===== config.mk =====
export PLATFORM = sky130hd
export DESIGN_NAME = uart_frame_receiver_flat
export DESIGN_NICKNAME = d
export VERILOG_FILES = /design/src/rtl/uart_link_pkg.sv /design/src/rtl/uart_frame_receiver_if.sv /design/src/rtl/uart_receive.sv /design/src/rtl/uart_frame_receiver.sv /design/src/flat_wrapper.sv
export SDC_FILE = /design/constraint.sdc
export NUM_CORES = 1
export LEC_CHECK = 0
export BUFFER_PORTS_ARGS = -buffer_cell sky130_fd_sc_hd__buf_2
export CAP_MARGIN = 10
export CORE_ASPECT_RATIO = 1.2
export CORE_UTILIZATION = 60
export CTS_BUF_LIST = sky130_fd_sc_hd__clkbuf_4
export CTS_CLUSTER_SIZE = 16
export DETAILED_ROUTE_END_ITERATION = 8
export HOLD_SLACK_MARGIN = 0.15
export MAX_ROUTING_LAYER = met4
export PLACE_DENSITY = 0.89
export SLEW_MARGIN = 25
export SYNTH_ARGS = -nofsm -noshare
export SYNTH_HDL_FRONTEND = slang
export SYNTH_SLANG_ARGS = --single-unit

===== constraint.sdc =====
create_clock -name clk_in -period 2.6 [get_ports clk_in]
set_input_delay 0.52 -clock clk_in [delete_from_list [all_inputs] [get_ports clk_in]]
set_output_delay 0.52 -clock clk_in [all_outputs]
set_load 0.005 [all_outputs]

===== src/rtl/uart_link_pkg.sv =====
// Shared definitions for the FPGA-to-FPGA serial link: tag constants, frame FSM states, word width.
package uart_link_pkg;

  localparam int unsigned WORD_W = 17;

  localparam logic [1:0] TAG_B0 = 2'b00;
  localparam logic [1:0] TAG_B1 = 2'b01;
  localparam logic [2:0] TAG_B2 = 3'b100;

  typedef enum logic [1:0] {
    WAIT_B0,
    WAIT_B1,
    WAIT_B2
  } rx_frame_state_t;

  typedef enum logic [1:0] {
    TAG_T0,
    TAG_T1,
    TAG_T2,
    TAG_INVALID
  } byte_tag_t;

  // Classify a received byte by its tag prefix.
  function automatic byte_tag_t decode_tag(input logic [7:0] b);
    byte_tag_t t;
    t = TAG_INVALID;
    if (b[7:6] == TAG_B0) begin
      t = TAG_T0;
    end else if (b[7:6] == TAG_B1) begin
      t = TAG_T1;
    end else if (b[7:5] == TAG_B2) begin
      t = TAG_T2;
    end
    return t;
  endfunction

endpackage


===== src/rtl/uart_frame_receiver_if.sv =====
// Output bundle of the frame receiver: reassembled word plus status/handshake pulses.
interface uart_frame_receiver_if;
  import uart_link_pkg::*;

  logic [WORD_W-1:0] data_out;
  logic              valid_out;
  logic              frame_err_out;
  logic              busy_out;
  logic [7:0]        err_count_out;

  modport master (
    output data_out,
    output valid_out,
    output frame_err_out,
    output busy_out,
    output err_count_out
  );

  modport slave (
    input data_out,
    input valid_out,
    input frame_err_out,
    input busy_out,
    input err_count_out
  );
endinterface


===== src/rtl/uart_receive.sv =====
// 8N1 byte receiver: 2-flop line synchronizer plus bit-timing FSM.
module uart_receive #(
  parameter int unsigned BIT_PERIOD = 10416
) (
  input  logic       clk_in,
  input  logic       rst_n_in,
  input  logic       rx_wire_in,
  output logic [7:0] data_byte_out,
  output logic       valid_out,
  output logic       frame_err_out
);

  localparam int unsigned CNT_W = (BIT_PERIOD > 2) ? $clog2(BIT_PERIOD) : 1;
  localparam logic [CNT_W-1:0] HALF_LAST = CNT_W'(BIT_PERIOD / 2 - 1);
  localparam logic [CNT_W-1:0] FULL_LAST = CNT_W'(BIT_PERIOD - 1);

  typedef enum logic [1:0] {
    RX_IDLE,
    RX_START,
    RX_DATA,
    RX_STOP
  } rx_bit_state_t;

  rx_bit_state_t    state_q, state_d;
  logic [1:0]       sync_q;
  logic [CNT_W-1:0] cnt_q, cnt_d;
  logic [2:0]       bit_idx_q, bit_idx_d;
  logic [7:0]       shift_q, shift_d;
  logic [7:0]       data_d;
  logic             valid_d;
  logic             err_d;
  logic             rx_s;

  assign rx_s = sync_q[1];

  // Line synchronizer; idles high so reset does not look like a start bit.
  always_ff @(posedge clk_in or negedge rst_n_in) begin
    if (!rst_n_in) begin
      sync_q <= 2'b11;
    end else begin
      sync_q <= {sync_q[0], rx_wire_in};
    end
  end

  // Bit-timing next state: mid-bit sampling referenced to the start edge.
  always_comb begin
    state_d   = state_q;
    cnt_d     = cnt_q;
    bit_idx_d = bit_idx_q;
    shift_d   = shift_q;
    data_d    = data_byte_out;
    valid_d   = 1'b0;
    err_d     = 1'b0;
    case (state_q)
      RX_IDLE: begin
        if (!rx_s) begin
          state_d = RX_START;
          cnt_d   = '0;
        end
      end
      RX_START: begin
        if (cnt_q == HALF_LAST) begin
          cnt_d     = '0;
          bit_idx_d = '0;
          state_d   = rx_s ? RX_IDLE : RX_DATA;
        end else begin
          cnt_d = cnt_q + CNT_W'(1);
        end
      end
      RX_DATA: begin
        if (cnt_q == FULL_LAST) begin
          cnt_d     = '0;
          shift_d   = {rx_s, shift_q[7:1]};
          bit_idx_d = bit_idx_q + 3'd1;
          if (bit_idx_q == 3'd7) begin
            state_d = RX_STOP;
          end
        end else begin
          cnt_d = cnt_q + CNT_W'(1);
        end
      end
      RX_STOP: begin
        if (cnt_q == FULL_LAST) begin
          cnt_d   = '0;
          state_d = RX_IDLE;
          if (rx_s) begin
            valid_d = 1'b1;
            data_d  = shift_q;
          end else begin
            err_d = 1'b1;
          end
        end else begin
          cnt_d = cnt_q + CNT_W'(1);
        end
      end
      default: state_d = RX_IDLE;
    endcase
  end

  // State and registered outputs.
  always_ff @(posedge clk_in or negedge rst_n_in) begin
    if (!rst_n_in) begin
      state_q       <= RX_IDLE;
      cnt_q         <= '0;
      bit_idx_q     <= '0;
      shift_q       <= '0;
      data_byte_out <= '0;
      valid_out     <= 1'b0;
      frame_err_out <= 1'b0;
    end else begin
      state_q       <= state_d;
      cnt_q         <= cnt_d;
      bit_idx_q     <= bit_idx_d;
      shift_q       <= shift_d;
      data_byte_out <= data_d;
      valid_out     <= valid_d;
      frame_err_out <= err_d;
    end
  end

endmodule


===== src/rtl/uart_frame_receiver.sv =====
// Reassembles 3 tagged UART bytes into one 17-bit word.
// Optional macro UART_RX_TIMEOUT_EN: abandon a partial word after TIMEOUT_BITS idle bit periods.
module uart_frame_receiver
  import uart_link_pkg::*;
#(
  parameter int unsigned INPUT_CLOCK_FREQ = 100_000_000,
  parameter int unsigned BAUD_RATE        = 9600
`ifdef UART_RX_TIMEOUT_EN
  ,
  parameter int unsigned TIMEOUT_BITS     = 30
`endif
) (
  input  logic                   clk_in,
  input  logic                   rst_n_in,
  input  logic                   rx_wire_in,
  uart_frame_receiver_if.master  frame_if
);

  localparam int unsigned BIT_PERIOD = INPUT_CLOCK_FREQ / BAUD_RATE;

  logic [7:0]      byte_data;
  logic            byte_valid;
  logic            byte_err;
  byte_tag_t       tag;
  rx_frame_state_t state_q, state_d;
  logic [5:0]      b0_q, b0_d;
  logic [5:0]      b1_q, b1_d;
  logic [WORD_W-1:0] word_d;
  logic            valid_d;
  logic            err_d;

  uart_receive #(
    .BIT_PERIOD(BIT_PERIOD)
  ) u_uart_receive (
    .clk_in        (clk_in),
    .rst_n_in      (rst_n_in),
    .rx_wire_in    (rx_wire_in),
    .data_byte_out (byte_data),
    .valid_out     (byte_valid),
    .frame_err_out (byte_err)
  );

  assign tag = decode_tag(byte_data);

`ifdef UART_RX_TIMEOUT_EN
  localparam int unsigned GAP_LIMIT = TIMEOUT_BITS * BIT_PERIOD;
  localparam int unsigned GAP_W     = (GAP_LIMIT > 2) ? $clog2(GAP_LIMIT) : 1;
  localparam logic [GAP_W-1:0] GAP_LAST = GAP_W'(GAP_LIMIT - 1);

  logic [GAP_W-1:0] gap_q, gap_d;
  logic             gap_expired;

  assign gap_expired = (state_q != WAIT_B0) && (gap_q == GAP_LAST);

  // Inter-byte gap counter, only running while a word is partial.
  always_comb begin
    gap_d = gap_q + GAP_W'(1);
    if (byte_valid || byte_err || (state_q == WAIT_B0) || gap_expired) begin
      gap_d = '0;
    end
  end

  // Gap counter register.
  always_ff @(posedge clk_in or negedge rst_n_in) begin
    if (!rst_n_in) begin
      gap_q <= '0;
    end else begin
      gap_q <= gap_d;
    end
  end
`endif

  // Reassembly next state: one outcome (word, error or nothing) per received byte.
  always_comb begin
    state_d = state_q;
    b0_d    = b0_q;
    b1_d    = b1_q;
    word_d  = frame_if.data_out;
    valid_d = 1'b0;
    err_d   = 1'b0;
    if (byte_err) begin
      err_d   = 1'b1;
      state_d = WAIT_B0;
    end else if (byte_valid) begin
      case (state_q)
        WAIT_B0: begin
          if (tag == TAG_T0) begin
            b0_d    = byte_data[5:0];
            state_d = WAIT_B1;
          end else begin
            err_d = 1'b1;
          end
        end
        WAIT_B1: begin
          if (tag == TAG_T1) begin
            b1_d    = byte_data[5:0];
            state_d = WAIT_B2;
          end else if (tag == TAG_T0) begin
            err_d = 1'b1;
            b0_d  = byte_data[5:0];
          end else begin
            err_d   = 1'b1;
            state_d = WAIT_B0;
          end
        end
        WAIT_B2: begin
          if (tag == TAG_T2) begin
            word_d  = {byte_data[4:0], b1_q, b0_q};
            valid_d = 1'b1;
            state_d = WAIT_B0;
          end else if (tag == TAG_T0) begin
            err_d   = 1'b1;
            b0_d    = byte_data[5:0];
            state_d = WAIT_B1;
          end else begin
            err_d   = 1'b1;
            state_d = WAIT_B0;
          end
        end
        default: state_d = WAIT_B0;
      endcase
    end
`ifdef UART_RX_TIMEOUT_EN
    else if (gap_expired) begin
      err_d   = 1'b1;
      state_d = WAIT_B0;
    end
`endif
  end

  // Frame state and registered outputs; error counter saturates.
  always_ff @(posedge clk_in or negedge rst_n_in) begin
    if (!rst_n_in) begin
      state_q                <= WAIT_B0;
      b0_q                   <= '0;
      b1_q                   <= '0;
      frame_if.data_out      <= '0;
      frame_if.valid_out     <= 1'b0;
      frame_if.frame_err_out <= 1'b0;
      frame_if.busy_out      <= 1'b0;
      frame_if.err_count_out <= '0;
    end else begin
      state_q                <= state_d;
      b0_q                   <= b0_d;
      b1_q                   <= b1_d;
      frame_if.data_out      <= word_d;
      frame_if.valid_out     <= valid_d;
      frame_if.frame_err_out <= err_d;
      frame_if.busy_out      <= (state_d != WAIT_B0);
      if (err_d && (frame_if.err_count_out != 8'hFF)) begin
        frame_if.err_count_out <= frame_if.err_count_out + 8'd1;
      end
    end
  end

endmodule


===== src/flat_wrapper.sv =====
// flat-port wrapper written by rule: the top's interface ports become plain ports
module uart_frame_receiver_flat import uart_link_pkg::*;
#(
  parameter int unsigned INPUT_CLOCK_FREQ = 100_000_000,
  parameter int unsigned BAUD_RATE        = 9600

)
  (clk_in, rst_n_in, rx_wire_in, frame_if_data_out, frame_if_valid_out, frame_if_frame_err_out, frame_if_busy_out, frame_if_err_count_out);
  uart_frame_receiver_if frame_if_i ();
  input  logic clk_in;
  input  logic rst_n_in;
  input  logic rx_wire_in;
  output wire logic [$bits(frame_if_i.data_out)-1:0] frame_if_data_out;
  output wire logic [$bits(frame_if_i.valid_out)-1:0] frame_if_valid_out;
  output wire logic [$bits(frame_if_i.frame_err_out)-1:0] frame_if_frame_err_out;
  output wire logic [$bits(frame_if_i.busy_out)-1:0] frame_if_busy_out;
  output wire logic [$bits(frame_if_i.err_count_out)-1:0] frame_if_err_count_out;
  assign frame_if_data_out = frame_if_i.data_out;
  assign frame_if_valid_out = frame_if_i.valid_out;
  assign frame_if_frame_err_out = frame_if_i.frame_err_out;
  assign frame_if_busy_out = frame_if_i.busy_out;
  assign frame_if_err_count_out = frame_if_i.err_count_out;
  uart_frame_receiver #(.INPUT_CLOCK_FREQ(INPUT_CLOCK_FREQ), .BAUD_RATE(BAUD_RATE)) u_core (.clk_in(clk_in), .rst_n_in(rst_n_in), .rx_wire_in(rx_wire_in), .frame_if(frame_if_i));
endmodule

==> metrics.txt <==
status finished clean; Clock Power Share 0.395; Clock Latency Late Sink ~0.43 ns; initial antenna violation count 0; Hold Vio Cnt, Final 0; mux cell area share after synthesis 0.144; post-route antenna net violation count 0; max-cap violation count 0; DR iter-0 viols 196; clock transition at the registers of the reported paths 0.12 ns; Worst Tran Pin Value about 0.81 ns; first-pass GRT wire length slightly above 10000 um; row count 30; CTS tree built; Remaining DRCs 0; number of I/O pins 31; die area between 0.006 and 0.007 mm^2; grt ovf 0; final setup vio count 0; setup TNS 0 ns; Worst slew margin 0.461; WL/cell between 15 and 20 um; Switch Pwr about 470 uW; sequential share of power 0.590; Post-Synth Adder-Cell Area 0.0142; Startpoint Class flip-flop; via density per instance about 5.6; min cycle time layout 2.26 ns; cell count after synthesis about 290; H-tree depth 3; DRT met1 WL 2560 um; Leak between 2 and 2.5 nW; Routability Congestion ~0.85; Design Power around 2.1 mW; NumNets Final 328; Cell Count, Final, Fillers Out 406; register area about 0.0020 mm^2; buffers added on ports 30; Inst Count DP just under 400; asr flop ratio synth 1.00; antenna cell count 0; final worst-path cycle share 0.869; post-synthesis compound-gate area fraction 0.0466; critical path arrival 2.57 ns; core area roughly 0.0057 mm^2; met3 WL between 100 and 150 um; Final Util 0.695; RSZ-0062 raised after global routing false; Post-Layout Inst Area 0.00394 mm^2; clk root buf clkbuf_4; final WL approximately 6100 um; largest family of logic cells by synthesized area simple AND/OR/NAND/NOR gates; Clock Tree Buf Depth 2; Tightest Hold Check Type reg -> reg; footprint of the multi-input gates around 0.0014 mm^2; highest routed layer met4; die span in x about 70 um; Max FO, Critical Path 15; number of synthesized flops with an enable pin 0; CTS Sinks slightly above 80; Sw Ratio 0.221; Synth Area in XOR/XNOR 0.0274; Mean Syn Cell Area between 10 and 15 um^2; Final Skew ~0.021 ns; count of cell types in the netlist 46; layout overhead on the synthesized area 12.0%; Synth Register Bits 81; DR pass1 iterations 4; cell area after synthesis roughly 0.0035 mm^2; met2 wire len about 3300 um; DP HPWL about 4200 um; layout cells sized above 1 0.307; Main synth FF type dfrtp_1; CP endpoint kind flip-flop; gr usage total 0.225; Syn. warnings 0; Comb power frac 0.015; post-place instance area 0.00375 mm^2; Num CTS Buffers 9; fin worst setup slack 0.341 ns; minimum hold slack between 0.3 and 0.4 ns; Initial Util 0.621; Post-CTS Resized 0; fin. max-slew vios 0; DP Worst Slack between 0.3 and 0.4 ns; P_int approximately 1.7 mW; peak supply drop 0.000252 V; vias in the first global route around 2200; Die Ht 85.9 um; pwr dens about 540 mW/mm^2; CP required roughly 2.9 ns; via count between 2000 and 2500; Synth Area in Simple Gates 0.172; CP Class reg -> reg; Peak Freq 443 MHz; Layout fillers about 380; Synthesized Nets 293; sequential area share after synthesis 0.577; largest net degree at the start of global routing 48
## cells by family (layout without fill, tap and decap cells)
| kind of cell | after synthesis | after routing |
|---|---|---|
| AND/OR/NAND/NOR | 107 | 107 |
| flip-flops | 81 | 81 |
| multiplexers | 45 | 45 |
| AO/OA/AOI/OAI | 23 | 23 |
| buffers and inverters | 15 | 55 |
| XOR/XNOR | 11 | 11 |
| adder cells (fa/ha/maj) | 4 | 4 |
## critical path, stage by stage (launching register included)
cell and delay, ns:
dfrtp_1 0.40, ha_1 0.27, nand4b_1 0.20, nor4_4 0.38
a2bb2oi_2 0.50, and2_1 0.32, nor2_1 0.08
## state kept, by name, summed over array words and instances (netlist names), 2 cells and up, named ones only
| name | count |
|---|---|
| u_core.u_uart_receive.data_byte_out | 8 |
| u_core.u_uart_receive.cnt_q | 14 |
| u_core.b1_q | 6 |
| u_core.frame_if.err_count_out | 8 |
| u_core.u_uart_receive.sync_q | 2 |
| u_core.b0_q | 6 |
| u_core.state_q | 2 |
| u_core.frame_if.data_out | 17 |
| u_core.u_uart_receive.shift_q | 8 |
| u_core.u_uart_receive.bit_idx_q | 3 |
## routing by layer
layer,up-vias,global-route usage
li1,1091,-
met3,8,0.0458
met4,0,0.102
met1,1146,0.257
met2,36,0.381
met5,-,-
## final timing paths
check | startpoint | endpoint | slack [ns] | depth (start not counted)
max | u_core.u_uart_receive.cnt_q[0] | u_core.u_uart_receive.cnt_q[11] | 0.34 | 6
min | u_core.u_uart_receive.sync_q[0] | u_core.u_uart_receive.sync_q[1] | 0.36 | 0
max reg2reg | u_core.u_uart_receive.cnt_q[0] | u_core.u_uart_receive.cnt_q[11] | 0.34 | 6
min reg2reg | u_core.u_uart_receive.sync_q[0] | u_core.u_uart_receive.sync_q[1] | 0.36 | 0
max in group asynchronous | rst_n_in | u_core.state_q[1] | 1.37 | 3
min in group asynchronous | rst_n_in | u_core.frame_if.data_out[6] | 0.63 | 2
## cell type report
cell class,count,share of cell area
inverter,5,0.00476
sequential,81,0.515
clock buffer,9,0.0172
multi-input combinational,190,0.361
timing repair buffer,34,0.0508
tap,80,0.0254
clock inverter,7,0.0257
## cell usage in the layout, fill, tap and decap left out, drive strengths merged, types with 2 or more instances in the layout
cell / instances
dfrtp: 79
mux2: 44
nand2: 33
buf: 32
nor2: 17
xor2: 9
clkbuf: 9
nor3b: 9
nand4: 7
o21ai: 7
inv: 7
a21o: 6
nand3: 6
nor4: 6
nor2b: 4
ha: 4
nand2b: 3
a21oi: 3
and3: 3
nor3: 3
or3b: 2
and4: 2
nor4bb: 2
nand4b: 2
xnor2: 2
bufinv: 2
clkinvlp: 2
dlygate4sd3: 2
dfstp: 2
a31oi: 2
## power by group through the flow
| stage | sequential [mW] | combinational [mW] | clock [mW] |
|---|---|---|---|
| 6_report | 1.26 | 0.0312 | 0.846 |
| 5_1_grt | 1.27 | 0.0370 | 0.920 |
| 4_1_cts | 1.26 | 0.0320 | 0.870 |
| 3_5_place_dp | 1.29 | 0.0310 | 0 |
| 3_3_place_gp | 1.29 | 0.0302 | 0 |
| 2_1_floorplan | 1.29 | 0.000864 | 0 |
## synthesized netlist by cell type, types with 4 or more instances
library cell	instances	area share
nor4_1	5	0.0089
nor2b_1	4	0.0071
nand2_1	33	0.035
nand3_1	6	0.0085
a21o_1	6	0.013
mux2_2	44	0.14
inv_1	5	0.0053
nor2_1	17	0.018
xor2_1	9	0.022
clkbuf_1	7	0.0075
o21ai_0	7	0.010
dfrtp_1	79	0.56
nand4_1	7	0.012
nor3b_1	8	0.017
ha_1	4	0.014
## what timing repair did
action,CTS,global route
buffers inserted,0,0
endpoints found under the hold margin,44,1
hold buffers,1,1
No activity file was read; power rests on OpenSTA's default activity.
